File: config.mk
export PLATFORM = sky130hd
export DESIGN_NAME = getwork_serial_rx
export DESIGN_NICKNAME = d
export VERILOG_FILES = /design/src/rtl/ltcminer_pkg.sv /design/src/rtl/uart_rx_byte.sv /design/src/rtl/getwork_serial_rx.sv
export SDC_FILE = /design/constraint.sdc
export NUM_CORES = 1
export LEC_CHECK = 0
export ABC_CLOCK_PERIOD_IN_PS = 3800
export BUFFER_PORTS_ARGS = -buffer_cell sky130_fd_sc_hd__buf_2
export CAP_MARGIN = 20
export CORE_AREA = 2 2 269 271
export DETAILED_ROUTE_END_ITERATION = 8
export DIE_AREA = 0 0 271 273
export RECOVER_POWER = 50
export SLEW_MARGIN = 20
export SYNTH_ARGS = -nofsm -noshare
export SYNTH_HDL_FRONTEND = slang
export SYNTH_SLANG_ARGS = --single-unit
File: constraint.sdc
create_clock -name clk -period 3.8 [get_ports clk]
set_clock_uncertainty 0.15 [all_clocks]
set_input_delay 0.57 -clock clk [delete_from_list [all_inputs] [get_ports clk]]
set_output_delay 0.57 -clock clk [all_outputs]
set_load 0.03 [all_outputs]
File: src/rtl/ltcminer_pkg.sv
// ltcminer_pkg: shared getwork frame geometry, PLL magic and UART receive FSM encoding
package ltcminer_pkg;
  localparam int FRAME_BYTES = 84;
  localparam int WORK_BITS = 8 * FRAME_BYTES;
  localparam logic [15:0] DYNPLL_MAGIC = 16'h55aa;
  typedef enum logic [1:0] {S_IDLE, S_START, S_DATA, S_STOP} rx_state_t;
endpackage

File: src/rtl/uart_rx_byte.sv
// uart_rx_byte: 8N1 byte receiver with 2-flop synchroniser and mid-bit sampling
module uart_rx_byte #(
  parameter int BIT_CYCLES = 8
) (
  input  logic       clk,
  input  logic       rst_n,
  input  logic       i_rx,
  output logic [7:0] o_byte,
  output logic       o_byte_valid,
  output logic       o_stop_err,
  output logic       o_start,
  output logic       o_idle
);
  import ltcminer_pkg::*;
  localparam int HALF = BIT_CYCLES / 2;
  localparam int CW = $clog2(BIT_CYCLES + 1);
  rx_state_t     r_state;
  logic [1:0]    r_sync;
  logic          r_prev;
  logic [CW-1:0] r_cnt;
  logic [2:0]    r_bit;
  logic [7:0]    r_shift;
  logic          w_rx;
  logic          w_fall;
  logic          w_tick;
  assign w_rx   = r_sync[1];
  assign w_fall = r_prev & ~w_rx;
  assign w_tick = r_cnt == CW'(1);
  assign o_idle = r_state == S_IDLE;
  // Counter loaded with N expires N cycles later; START confirm raises o_start
  always_ff @(posedge clk or negedge rst_n)
    if (!rst_n) begin
      r_sync       <= 2'b11;
      r_prev       <= 1'b1;
      r_state      <= S_IDLE;
      r_cnt        <= '0;
      r_bit        <= '0;
      r_shift      <= '0;
      o_byte       <= '0;
      o_byte_valid <= 1'b0;
      o_stop_err   <= 1'b0;
      o_start      <= 1'b0;
    end else begin
      r_sync       <= {r_sync[0], i_rx};
      r_prev       <= w_rx;
      o_byte_valid <= 1'b0;
      o_stop_err   <= 1'b0;
      o_start      <= 1'b0;
      if (r_cnt != '0) r_cnt <= r_cnt - 1'b1;
      case (r_state)
        S_IDLE: if (w_fall) begin
          r_state <= S_START;
          r_cnt   <= CW'(HALF);
        end
        S_START: if (w_tick) begin
          r_state <= w_rx ? S_IDLE : S_DATA;
          r_cnt   <= w_rx ? '0 : CW'(BIT_CYCLES);
          r_bit   <= '0;
          o_start <= ~w_rx;
        end
        S_DATA: if (w_tick) begin
          r_shift <= {w_rx, r_shift[7:1]};
          r_bit   <= r_bit + 3'd1;
          r_cnt   <= CW'(BIT_CYCLES);
          if (r_bit == 3'd7) r_state <= S_STOP;
        end
        S_STOP: if (w_tick) begin
          r_state      <= S_IDLE;
          o_byte_valid <= w_rx;
          o_stop_err   <= ~w_rx;
          if (w_rx) o_byte <= r_shift;
        end
        default: r_state <= S_IDLE;
      endcase
    end
endmodule

File: src/rtl/getwork_serial_rx.sv
// getwork_serial_rx: assembles 8N1 serial bytes into a getwork frame with timeout abort.
// Define DYNPLL_DETECT_EN to decode 0x55AA-prefixed frames as PLL commands.
module getwork_serial_rx #(
  parameter int comm_clk_frequency = 100_000_000,
  parameter int baud_rate          = 115_200,
  parameter int FRAME_BYTES        = ltcminer_pkg::FRAME_BYTES,
  parameter int TIMEOUT_BITS       = 64
) (
  input  logic                     clk,
  input  logic                     rst_n,
  input  logic                     RxD,
  output logic [8*FRAME_BYTES-1:0] data,
  output logic                     rx_done,
  output logic                     busy,
  output logic                     frame_err,
  output logic                     pll_req,
  output logic [15:0]              pll_value
);
  import ltcminer_pkg::*;
  localparam int BIT_CYCLES = comm_clk_frequency / baud_rate;
  localparam int DW = 8 * FRAME_BYTES;
  localparam int TO_CYCLES = TIMEOUT_BITS * BIT_CYCLES;
  localparam int TW = $clog2(TO_CYCLES + 1);
  localparam int NW = $clog2(FRAME_BYTES + 1);
  logic [7:0]    w_byte;
  logic          w_byte_valid;
  logic          w_stop_err;
  logic          w_start;
  logic          w_idle;
  logic          w_idle_run;
  logic          w_timeout;
  logic          w_last;
  logic [DW-1:0] w_next;
  logic [NW-1:0] r_count;
  logic [TW-1:0] r_idle_cnt;
  uart_rx_byte #(.BIT_CYCLES(BIT_CYCLES)) u_rx (
    .clk          (clk),
    .rst_n        (rst_n),
    .i_rx         (RxD),
    .o_byte       (w_byte),
    .o_byte_valid (w_byte_valid),
    .o_stop_err   (w_stop_err),
    .o_start      (w_start),
    .o_idle       (w_idle)
  );
  assign w_idle_run = w_idle && r_count != '0;
  assign w_timeout  = w_idle_run && r_idle_cnt == TW'(TO_CYCLES - 1);
  assign w_last     = w_byte_valid && r_count == NW'(FRAME_BYTES - 1);
  assign w_next     = {data[DW-9:0], w_byte};
  // Timeout and stop errors discard the partial frame but leave data untouched
  always_ff @(posedge clk or negedge rst_n)
    if (!rst_n) begin
      data       <= '0;
      rx_done    <= 1'b0;
      busy       <= 1'b0;
      frame_err  <= 1'b0;
      r_count    <= '0;
      r_idle_cnt <= '0;
    end else begin
      rx_done    <= 1'b0;
      frame_err  <= w_stop_err | w_timeout;
      r_idle_cnt <= (w_idle_run && !w_timeout) ? r_idle_cnt + 1'b1 : '0;
      if (w_timeout || w_stop_err) begin
        r_count <= '0;
        busy    <= 1'b0;
      end else if (w_byte_valid) begin
        data    <= w_next;
        r_count <= w_last ? '0 : r_count + 1'b1;
        busy    <= ~w_last;
        rx_done <= w_last;
      end else if (w_start) begin
        busy <= 1'b1;
      end
    end
`ifdef DYNPLL_DETECT_EN
  logic w_pll;
  assign w_pll = w_last && w_next[DW-1 -: 16] == DYNPLL_MAGIC;
  always_ff @(posedge clk or negedge rst_n)
    if (!rst_n) begin
      pll_req   <= 1'b0;
      pll_value <= '0;
    end else begin
      pll_req <= w_pll;
      if (w_pll) pll_value <= w_next[DW-17 -: 16];
    end
`else
  assign pll_req   = 1'b0;
  assign pll_value = '0;
`endif
endmodule

After elaboration in Yosys (flattened, before gate mapping)
Index checks and enable logic that the tools add are counted.
Storage, ports and cells
  register bits after elaboration: 735
  latch bits: 0
  bits in writable memories: 0
  memory bits (read-only): 0
  output and inout port bits: 692
  word-level logic and storage cells: 84
  memories: 0
Operators by class
  add/sub/neg operators: 4
  multiply operators: 0
  div/mod/pow operators: 0
  order comparisons: 0
  equal/unequal tests: 12
  shift operators: 0
  multiplexer cells: 30
  bitwise gates (word level): 5
  reductions and logical operators: 17
Operators by type and width (count)
  10-bit two-way mux: 5
  10-bit one-hot mux with 3 select lines: 1
  7-bit two-way mux: 3
  16-bit by 1-bit adder with 16-bit output, second input constant: 1
  16-bit == test, second input constant: 1
  16-bit two-way mux: 1
  2-bit two-way mux: 6
  10-bit by 1-bit == test with 1-bit output, second input constant: 1
  1-bit two-way mux: 10
  2-bit by 1-bit inequality test with 1-bit output, second input constant: 5
  10-bit nonzero test: 1
  10-bit by 1-bit subtractor with 10-bit output, second input constant: 1
  2-bit one-hot mux with 4 select lines: 1
  7-bit by 1-bit adder with 7-bit output, second input constant: 1
  7-bit == test, second input constant: 1
  7-bit nonzero test: 1
  3-bit two-way mux: 2
  3-bit one-hot mux with 2 select lines: 1
  3-bit AND reduction: 2
  5-bit AND reduction: 1
  2-bit == test, second input constant: 2
  1-bit logical AND: 4
  2-bit AND reduction: 2
  2-bit nonzero test: 2
  other kinds (10): 12

Depth between registers and ports, before layout
  depth after elaboration: 6
  gate-level depth with buffers: 10
  mapped depth without buffers: 6

Hierarchy
From an unflattened synthesis, not the netlist that was laid out.
Second synthesis, totals
  cells, all modules: 1731
  area total of the unflattened synthesis: 28000.6 µm²
By module, submodules not included
  getwork_serial_rx: instances 1, cells an instance 1575, area each 26201.4 µm², sequential area each 17466.8 µm²
  uart_rx_byte: instances 1, cells an instance 156, area each 1799.2 µm², sequential area each 929.6 µm²

Least setup slack after synthesis
No wires, ideal clock.
  path kind: reg2reg
  start: register r_idle_cnt[0]
  end: register data[563]
  arrival: 2158 ps
  required time: 3522 ps
  path slack: 1364 ps
  stages on the path, launching flop included: 10
  clock period less this slack: 2436 ps
  cell sequence: dfrtp_1 ha_1 nand3_1 nor4_2 a311o_1 buf_2 buf_6 buf_6 buf_6 mux2_1
On the way
  word-level cells in the longest chain between the ends: 5
Ends and longest elaborated chain
  start: declaration: line getwork_serial_rx.sv:35  | logic [TW-1:0] r_idle_cnt;
  start signal: assignment: line getwork_serial_rx.sv:62  | r_idle_cnt <= (w_idle_run && !w_timeout) ? r_idle_cnt + 1'b1 : '0;
  16-bit == test: line getwork_serial_rx.sv:47  | assign w_timeout = w_idle_run && r_idle_cnt == TW'(TO_CYCLES - 1);
  1-bit logical AND: line getwork_serial_rx.sv:47
  1-bit logical OR: line getwork_serial_rx.sv:63  | if (w_timeout || w_stop_err) begin
  1-bit inverter (no line)
  2-bit AND reduction (no line)
  end signal: assignment: line getwork_serial_rx.sv:67  | data <= w_next;
  end: declaration: line getwork_serial_rx.sv:12  | output logic [8*FRAME_BYTES-1:0] data,
Every way passes these cells.
A chain may end at the register's enable or synchronous reset.

==> results by group <==
Route
  • DRC: 0
  • ANT nets after route: 0
  • Initial DRC count: 836
  • Vias: 17,000
  • Via density: 4.94
  • Per-cell routed wire length: 21.5 microns
  • Final wirelength: 74.0 mm
  • Pre-antenna DRT Iters: 5

Global routing
  • Met3 Resource Use GR: 5.62%
  • Overall Global Routing Usage: 19.6%
  • Most Used Layer, Global Route: met2
  • Gr ovfl total: 0
  • First-pass GRT wire length: 112 mm
  • GRT met1 Usage: 24.1%
  • Initial antenna violation count: 1
  • Vias in the first global route: 17,700
  • Met2 GRT Util: 33.6%
  • Largest net degree at the start of global routing: 110

Clock tree
  • Cts bufs inserted: 79
  • Reg clk slew, reported paths: 0.06 ns
  • Hold-fix buffers at CTS: 2
  • Post-CTS resize count: 0
  • Worst-Skew Late Latency: 0.60 ns
  • Setup bufs post-CTS: 0
  • Clock sinks: 735
  • Root buf cell: clkbuf_16
  • CTS tree: built
  • H-tree levels: 3
  • CTS max path bufs: 3

Final layout
  • Syn-to-layout area delta: 23.2%
  • Finished Layout Cells: 3,444
  • Layout cells sized above 1: 40.4%
  • Nets: 2,447

STA
  • Fmax: 0.332 GHz
  • TNS Setup: 0 ns
  • Period utilisation layout: 79.3%
  • Slew HR: -39.2%
  • Unrepaired setup endpoints after global routing: false
  • Fin. max-slew vios: 60
  • Final Hold Fails: 0
  • Final Critical Period: 3.01 ns
  • Measured slew at the worst slew-check pin: 2.09 ns
  • WHS: 0.210 ns
  • Final setup fails: 0

Min path
  • Hold Crit Class: flop to flop
  • Hold depth: 0

Yosys
  • Cell count after synthesis: 1,727
  • Number of enable flip-flop cells after synthesis: 0
  • Syn. warnings: 0
  • Sequential share of the synthesized area: 65.2%
  • Top cell type's share of synthesized area: 64.9%
  • Avg Cell Area, Syn: 16.3 sq um
  • Top post-synthesis cells by area: dfrtp_1 (65%), mux2_2 (22%), mux2_1 (5.7%)
  • Cell area after synthesis: 28,200 sq um
  • Ys async rst share: 100%
  • Area leader, netlist: dfrtp_1
  • Distinct cells, synth: 51
  • Ys flop type: dfrtp_1
  • Most frequent cells after synthesis: dfrtp_1 (732), mux2_2 (546), mux2_1 (142)
  • #FFs+latches synth: 735
  • Most common cell in the netlist: dfrtp_1

Floorplan
  • Die Area: 74,000 sq um
  • Starting Density: 39.7%
  • IO Count: 695
  • Die H: 273 microns
  • Die X-Extent: 271 microns
  • Area of the core: 71,000 sq um
  • Num rows: 98

Setup path
  • Worst r2r src: r_idle_cnt[0]
  • FF-to-FF setup slack: 0.85 ns
  • Reg2Reg Depth: 7
  • Crit path to: data[220]
  • Critical path peak fanout: 65
  • RR Endpoint: data[581]
  • Crit start category: input pin
  • Worst Setup End Kind: asynchronous set/reset pin
  • Worst setup startpoint: rst_n
  • Arrival @ worst endpoint: 3.57 ns
  • WS Path Type: input pin to asynchronous set/reset pin
  • Critical Path RT: 4.36 ns

Power and ir drop
  • VDD IR max: 362 uV
  • Leak: 18.6 nW
  • Power density over the cells: 486 nW/um^2

Placement
  • Detailed Place HPWL: 54.7 mm
  • Gpl congestion: 0.868
  • Placed Cells: 3,299
  • Port Buffers: 677

Run status
  • Failing checks: max-capacitance violations, max-slew violations
  • Status: complete, but fails checks

Flow run
  • Maxcap violations: 1
-- state kept, by name, summed over array words and instances (netlist names), 2 cells and up, named ones only --
signal,flops
data,672
r_count,7
r_idle_cnt,16
u_rx.o_byte,8
u_rx.r_bit,3
u_rx.r_cnt,10
u_rx.r_shift,8
u_rx.r_sync,2
-- stage by stage --
step	utilization, %	worst slack [ns]	power (mW)	area [sq um]
finish	49.0	0.788	16.9	34800
floorplan	-	1.36	8.72	28300
detailed placement	45.8	0.864	9.06	32500
global placement	45.8	0.955	9.01	32500
CTS	49.7	0.863	17.1	35300
global route	49.0	0.365	17.5	34800
-- final cells by class --
| type | instances | area, sq um |
|---|---|---|
| diodes | 2 | 5.00 |
| clock buffers | 112 | 2300 |
| clock inverters | 29 | 427 |
| fillers | 6354 | 36200 |
| inverters | 14 | 52.6 |
| multi-input cells | 892 | 9060 |
| flip-flops and latches | 735 | 18400 |
| well taps | 950 | 1190 |
| repair buffers | 710 | 3320 |
-- power breakdown --
part / internal [mW] / total (mW) / leakage [nW] / switching [mW]
Combinational: 0.310 / 0.920 / 7.02 / 0.611
Clock: 4.90 / 7.97 / 1.34 / 3.07
Sequential: 7.91 / 7.99 / 10.2 / 0.0865
Total: 13.1 / 16.9 / 18.6 / 3.77
-- cell families (layout without fill, tap and decap cells) --
| family | after synthesis | in the layout | synth area share (%) |
|---|---|---|---|
| muxes | 692 | 692 | 27.6 |
| DFF | 735 | 735 | 65.2 |
| adders and majority gates | 12 | 12 | 0.532 |
| and+or+nand+nor | 116 | 116 | 2.32 |
| buffers and inverters | 116 | 865 | 2.87 |
| other | 1 | 19 | 0.0133 |
| xor gates and xnor gates | 16 | 16 | 0.497 |
| AOI/OAI and AO/OA | 39 | 39 | 0.949 |
-- worst max-delay path, cell delays in order --
cell	delay, ns
dlygate4sd3_1	0.53
clkbuf_2	1.39
buf_12	0.42
clkbuf_2	0.48
-- layout by cell type, fill, tap and decap left out, types with 4 or more instances in the layout --
cell	synthesis	final
mux2_1	142	142
mux2_2	546	546
a21oi_1	8	8
xnor2_1	12	12
buf_2	17	290
nand2_1	13	13
clkbuf_16	0	80
or3_1	4	4
bufinv_16	0	10
clkbuf_2	0	8
xor2_1	4	4
buf_12	0	15
ha_1	12	12
a31oi_1	8	8
clkbuf_1	8	401
nand3_1	14	14
nor3_1	14	14
clkinv_2	0	12
o21ai_0	5	5
inv_1	14	14
clkbuf_8	0	18
dfrtp_1	732	732
buf_4	67	8
and3_1	11	11
mux2i_1	4	4
nor2_1	25	25
conb_1	1	17
nor4_1	5	5
nand4_1	6	6
a211oi_1	4	4
-- per-layer routing --
layer  part of all wire (%)  routed length (microns)
met4                    2.0                     1520
met2                     50                    37100
met1                     41                    30100
met5                      0                        0
met3                    7.1                     5230
-- worst min path at each step --
stage              startpoint                         end
2_1_floorplan           rst_n  asynchronous set/reset pin
3_3_place_gp   u_rx.r_sync[0]              u_rx.r_sync[1]
3_5_place_dp   u_rx.r_sync[0]              u_rx.r_sync[1]
4_1_cts        u_rx.r_sync[0]              u_rx.r_sync[1]
5_1_grt        u_rx.r_sync[0]              u_rx.r_sync[1]
6_report       u_rx.r_sync[0]              u_rx.r_sync[1]
Power figures use the tool's default switching activity.
